<file path="src/rtl/dice_roll_sequencer.sv">
// ============================================================================
// Module  : dice_roll_sequencer
// Brief   : LFSR-driven five-die roll sequencer with hold mask and optional
//           shuffle animation (enable with DICE_ANIM_EN).
// Revision: 1.0 - initial release
// ============================================================================
`default_nettype none

module dice_roll_sequencer #(
  parameter int          ANIM_STEPS = 8,
  parameter int          STEP_DIV   = 4,
  parameter logic [15:0] SEED       = 16'hACE1
) (
  input  logic        clk,
  input  logic        reset_n,
  input  logic        roll_trigger,
  input  logic        dice_clear,
  input  logic [4:0]  hold_sw,
  input  logic [1:0]  roll_cnt,
  output logic [14:0] dice_vals,
  output logic [4:0]  dice_sum,
  output logic        busy,
  output logic        roll_done,
  output logic        dice_valid
);

`ifdef DICE_ANIM_EN
  localparam bit c_anim_en = 1'b1;
`else
  localparam bit c_anim_en = 1'b0;
`endif

  localparam int          c_steps     = c_anim_en ? ANIM_STEPS : 1;
  localparam int          c_div       = c_anim_en ? STEP_DIV : 1;
  localparam logic [7:0]  c_step_last = 8'(c_steps - 1);
  localparam logic [15:0] c_div_last  = 16'(c_div - 1);
  localparam logic [15:0] c_seed      = (SEED == 16'h0000) ? 16'hACE1 : SEED;

  typedef enum logic [1:0] {
    ST_IDLE    = 2'd0,
    ST_SHUFFLE = 2'd1,
    ST_DONE    = 2'd2
  } state_t;

  state_t      r_state;
  logic [15:0] r_lfsr;
  logic [14:0] r_vals;
  logic [4:0]  r_sum;
  logic [4:0]  r_mask;
  logic [7:0]  r_step;
  logic [15:0] r_div;
  logic        r_busy;
  logic        r_done;
  logic        r_valid;

  logic [15:0] w_lfsr_next;
  logic [14:0] w_new_vals;
  logic [4:0]  w_new_sum;
  logic [4:0]  w_trig_mask;

  // x^16 + x^14 + x^13 + x^11 + 1, right-shifting Fibonacci form
  assign w_lfsr_next = {r_lfsr[0] ^ r_lfsr[2] ^ r_lfsr[3] ^ r_lfsr[5], r_lfsr[15:1]};

  for (genvar i = 0; i < 5; i++) begin : g_die
    logic [2:0] w_field;
    logic [2:0] w_rand;
    assign w_field = r_lfsr[3*i +: 3];
    // (f mod 6) + 1 over a 3-bit field: 0..5 -> 1..6, 6 -> 1, 7 -> 2
    assign w_rand  = (w_field >= 3'd6) ? (w_field - 3'd5) : (w_field + 3'd1);
    assign w_new_vals[3*i +: 3] = r_mask[i] ? w_rand : r_vals[3*i +: 3];
    // Blank dice are always rolled, even when held
    assign w_trig_mask[i] = (roll_cnt == 2'd0) || !hold_sw[i] ||
                            (r_vals[3*i +: 3] == 3'd0);
  end

  always_comb begin
    w_new_sum = 5'd0;
    for (int i = 0; i < 5; i++) begin
      w_new_sum = w_new_sum + {2'b00, w_new_vals[3*i +: 3]};
    end
  end

  always_ff @(posedge clk or negedge reset_n) begin
    if (!reset_n) begin
      r_state <= ST_IDLE;
      r_lfsr  <= c_seed;
      r_vals  <= 15'd0;
      r_sum   <= 5'd0;
      r_mask  <= 5'd0;
      r_step  <= 8'd0;
      r_div   <= 16'd0;
      r_busy  <= 1'b0;
      r_done  <= 1'b0;
      r_valid <= 1'b0;
    end else begin
      r_lfsr <= w_lfsr_next;
      r_done <= 1'b0;
      if (dice_clear) begin
        r_state <= ST_IDLE;
        r_vals  <= 15'd0;
        r_sum   <= 5'd0;
        r_step  <= 8'd0;
        r_div   <= 16'd0;
        r_busy  <= 1'b0;
        r_valid <= 1'b0;
      end else begin
        case (r_state)
          ST_IDLE: begin
            if (roll_trigger) begin
              r_state <= ST_SHUFFLE;
              r_busy  <= 1'b1;
              r_valid <= 1'b0;
              r_mask  <= w_trig_mask;
              r_step  <= 8'd0;
              r_div   <= 16'd0;
            end
          end
          ST_SHUFFLE: begin
            if (r_div == c_div_last) begin
              r_div  <= 16'd0;
              r_vals <= w_new_vals;
              if (r_step == c_step_last) begin
                r_state <= ST_DONE;
                r_step  <= 8'd0;
                r_busy  <= 1'b0;
                r_done  <= 1'b1;
                r_valid <= 1'b1;
                r_sum   <= w_new_sum;
              end else begin
                r_step <= r_step + 8'd1;
              end
            end else begin
              r_div <= r_div + 16'd1;
            end
          end
          ST_DONE: r_state <= ST_IDLE;
          default: r_state <= ST_IDLE;
        endcase
      end
    end
  end

  assign dice_vals  = r_vals;
  assign dice_sum   = r_sum;
  assign busy       = r_busy;
  assign roll_done  = r_done;
  assign dice_valid = r_valid;

endmodule

`default_nettype wire
</file>
<file path="config.mk">
export PLATFORM = sky130hd
export DESIGN_NAME = dice_roll_sequencer
export DESIGN_NICKNAME = d
export VERILOG_FILES = /design/src/rtl/dice_roll_sequencer.sv
export SDC_FILE = /design/constraint.sdc
export NUM_CORES = 1
export LEC_CHECK = 0
export ABC_AREA = 0
export CORE_MARGIN = 2
export CORE_UTILIZATION = 60
export DETAILED_ROUTE_END_ITERATION = 7
export PLACE_DENSITY = 0.81
export SYNTH_ARGS = -nofsm -noshare
export SYNTH_HDL_FRONTEND = slang
export SYNTH_SLANG_ARGS = --single-unit
</file>
<file path="constraint.sdc">
create_clock -name clk -period 6.5 [get_ports clk]
set_input_delay 1.3 -clock clk [delete_from_list [all_inputs] [get_ports clk]]
set_output_delay 1.3 -clock clk [all_outputs]
set_load 0.02 [all_outputs]
</file>
==> impl_metrics.py <==
metrics = {
    "yosys": {
        "ys_warn_count": 0,
        "synth_nets": 410,
        "synth-edff-count": 0,
        "synth.distinct_cells": 46,
        "synthMuxAreaShare_pct": 3.967,
        "synth_area_leader_cell": "dfrtp_1",
        "yosysSeqAreaShare_pct": 46.16,
        "synth_xor_xnor_area_share_pct": 3.443,
        "yosys.area_share.simple_pct": 20.46,
        "synth_adder_area_share_pct": 9.508,
        "synth-main-ff-cell": "dfrtp_1",
        "ys_ff_latch": 70,
        "synth_compound_area_share_pct": 11.41,
        "async_flop_share_pct": 100.0,
        "mappedNetlistArea_um2": 3816,
        "synthCells": 376,
        "avgSynthCellArea_um2": 10.15,
        "synth_top_family_by_area": "simple AND/OR/NAND/NOR gates",
        "ys_top_cells_by_area": "dfrtp_1 (41%), dfstp_2 (5.5%), fa_1 (5.2%)",
        "synth.top_cell.area_share_pct": 40.66,
    },
    "clocking": {
        "cts_tree": "built",
        "clockRootBuffer": "clkbuf_8",
        "cts_resized": 0,
        "cts_hold_buffers": 0,
        "cts_setup_buffers": 0,
        "clk_pin_slew_worst_paths_ns": 0.08,
        "htree_num_levels": 3,
        "cts_buffers": 9,
        "clock_sinks": 70,
        "clockBufferDepth": 2,
        "worstSkewPairLatency_ns": 0.35,
    },
    "run": {
        "maxCapViolCount": 0,
    },
    "detailed_routing": {
        "vias": 2878,
        "final_antenna_net_count": 0,
        "first_iter_violations": 119,
        "wl_per_cell_um": 16.50,
        "drc_errors": 0,
        "first_pass_iters": 4,
        "vias_per_cell": 5.922,
        "wirelength_um": 8021,
    },
    "sta": {
        "hold_viol": 0,
        "worstMarginPinSlew_ns": 1.079,
        "period_share_pct": 62.72,
        "timing.fmax_ghz": 0.2453,
        "rsz0062_at_grt": "no",
        "hold_ws_ns": 0.3786,
        "skew_ns": 0.008506,
        "tns_ns": 0,
        "fin_crit_ns": 4.077,
        "setup_viol": 0,
        "drv_slew": 0,
        "maxSlewHeadroom_pct": 27.91,
    },
    "worst_setup_path": {
        "critPathLaunchType": "flop",
        "endpoint_kind": "flop",
        "required_ns": 6.70,
        "cp.arrival_ns": 4.27,
        "crit_type": "reg -> reg",
        "crit_fanout": 2,
    },
    "place": {
        "port_buffers": 33,
        "globalplace.congestion": 0.8534,
        "postPlaceCellArea_um2": 4145,
        "place_inst": 470,
        "dp_hpwl_um": 5589,
    },
    "final_layout": {
        "insertedDiodeCount": 0,
        "syn2layout_area_growth_pct": 14.36,
        "final_nets": 438,
        "final_cells": 486,
        "design_area_um2": 4364,
        "drive_gt1_share_pct": 10.02,
    },
    "power": {
        "power_density_nw_per_um2": 233.8,
        "ir_drop_mv": 0.1497,
        "p_total_w": 0.001020,
        "leakage_nw": 1.946,
    },
    "global_routing": {
        "overflow": 0,
        "grtUsageTotal_pct": 24.42,
        "antenna_found_initial": 0,
        "grt_max_degree": 71,
        "grt_pass1_wl_um": 13500,
        "grt_pass1_vias": 2863,
    },
    "die": {
        "design.core.area_um2": 6241,
        "chipHeight_um": 83.75,
        "dieArea_um2": 7014,
        "initial_core_util_pct": 61.15,
        "std_cell_rows": 29,
        "io_pins": 34,
        "die_w_um": 83.75,
    },
    "min_path": {
        "hold_class": "reg -> reg",
    },
    "status": {
        "status": "finished clean",
    },
}
==> state kept, by name, indices dropped and copies added (netlist names) <==
signal,flops
r_step,8
r_state,2
r_mask,5
dice_vals,15
r_lfsr,16
roll_done,1
dice_sum,5
r_div,16
dice_valid,1
busy,1
==> routing by layer <==
metal	global-route usage [%]	up-vias	part of all wire, %
li1	-	1363	-
met1	29.02	1418	41
met2	40.73	75	51
met3	8.012	22	5.1
met4	10.41	0	2.9
met5	0	-	0
==> per-stage QoR <==
| stage | utilization [%] | setup WS (ns) |
|---|---|---|
| final | 69.93 | 2.423 |
| after detailed placement | 66.42 | 2.407 |
| after global placement | 66.42 | 2.511 |
| after CTS | 69.93 | 2.413 |
| after global routing | 69.93 | 2.218 |
| after floorplan | - | 2.604 |
==> critical path, cell delays in order, from the launching register on <==
cell and delay, ns:
dfstp_2 0.54, inv_1 0.06, fa_1 0.43, xnor2_1 0.13, mux2_2 0.29, fa_1 0.48
inv_1 0.05, fa_1 0.48, fa_1 0.51, inv_1 0.07, ha_1 0.29, a21o_1 0.15
a21oi_1 0.16, xnor2_1 0.09, mux2i_1 0.13, nor2_1 0.05
==> layout by cell type (no fill, tap or decap), drive strengths merged, types with 3 or more instances in the layout <==
cell           netlist  layout
nand2               27      27
o21ai               21      21
dfstp                8       8
clkdlybuf4s50        0      32
nand4                5       5
a21oi               37      37
and3                 5       5
nor3b               10      10
nor2                30      30
buf                 11       3
dfrtp               62      62
mux2i               14      14
xnor2               13      13
ha                  13      13
or3                  3       3
nor4                10      10
and4                 4       4
o311a                5       5
clkbuf               7      13
nor2b                4       4
nand3               18      18
nand2b               6       6
and2                 3       3
inv                 21      21
fa                  10      10
nor3                 9       9
==> area by class of cell <==
cell class	instances	area [µm²]
fillers	484	1877
multi-input cells	267	1868
flip-flops and latches	70	1762
repair buffers	35	340.3
clock buffers	13	178.9
well taps	77	96.34
inverters	21	78.83
clock inverters	3	40.04
==> Yosys cell counts, types with 2 or more instances <==
library cell	count
inv_1	21
nor2_1	30
o21ai_0	20
or3_1	3
a31oi_1	2
nor4b_1	2
and3_1	5
nor2b_1	4
a21o_1	2
nor4_2	5
mux2i_1	14
buf_6	4
nand4_1	4
buf_4	3
dfstp_2	8
xnor2_1	13
nor3b_1	9
and2_1	3
buf_2	4
ha_1	13
dfrtp_1	62
clkbuf_1	7
nand2b_1	6
fa_1	10
nor3_1	9
a21oi_1	37
o311a_1	5
nand2_1	27
or2_2	2
and4_1	4
nand3_1	18
xor2_1	2
nor4_1	5
==> final timing paths <==
check | cells after the start | from | end | slack (ns)
worst max-delay path | 15 | r_lfsr[0]$_DFF_PN1_ | dice_sum[4]$_DFFE_PN0P_ | 2.42
worst min-delay path | 0 | r_lfsr[7]$_DFF_PN1_ | r_lfsr[6]$_DFF_PN1_ | 0.38
worst max register to register | 15 | r_lfsr[0]$_DFF_PN1_ | dice_sum[4]$_DFFE_PN0P_ | 2.42
worst min register to register | 0 | r_lfsr[7]$_DFF_PN1_ | r_lfsr[6]$_DFF_PN1_ | 0.38
max in group asynchronous | 2 | reset_n | r_div[11]$_DFFE_PN0P_ | 4.80
min in group asynchronous | 2 | reset_n | r_lfsr[12]$_DFF_PN0_ | 1.15
==> where the power goes <==
group	internal (W)	switching, W
Combinational	0.0000775	0.0000976
Sequential	0.000450	0.0000161
Clock	0.000218	0.000161
Total	0.000746	0.000274
==> logic make-up after synthesis <==
| family | Yosys count |
|---|---|
| multiplexers | 15 |
| flip-flops | 70 |
| XOR/XNOR | 15 |
| buffers and inverters | 39 |
| adder cells (fa/ha/maj) | 23 |
| AND/OR/NAND/NOR | 140 |
| AO/OA/AOI/OAI | 74 |
Power figures use the tool's default switching activity.
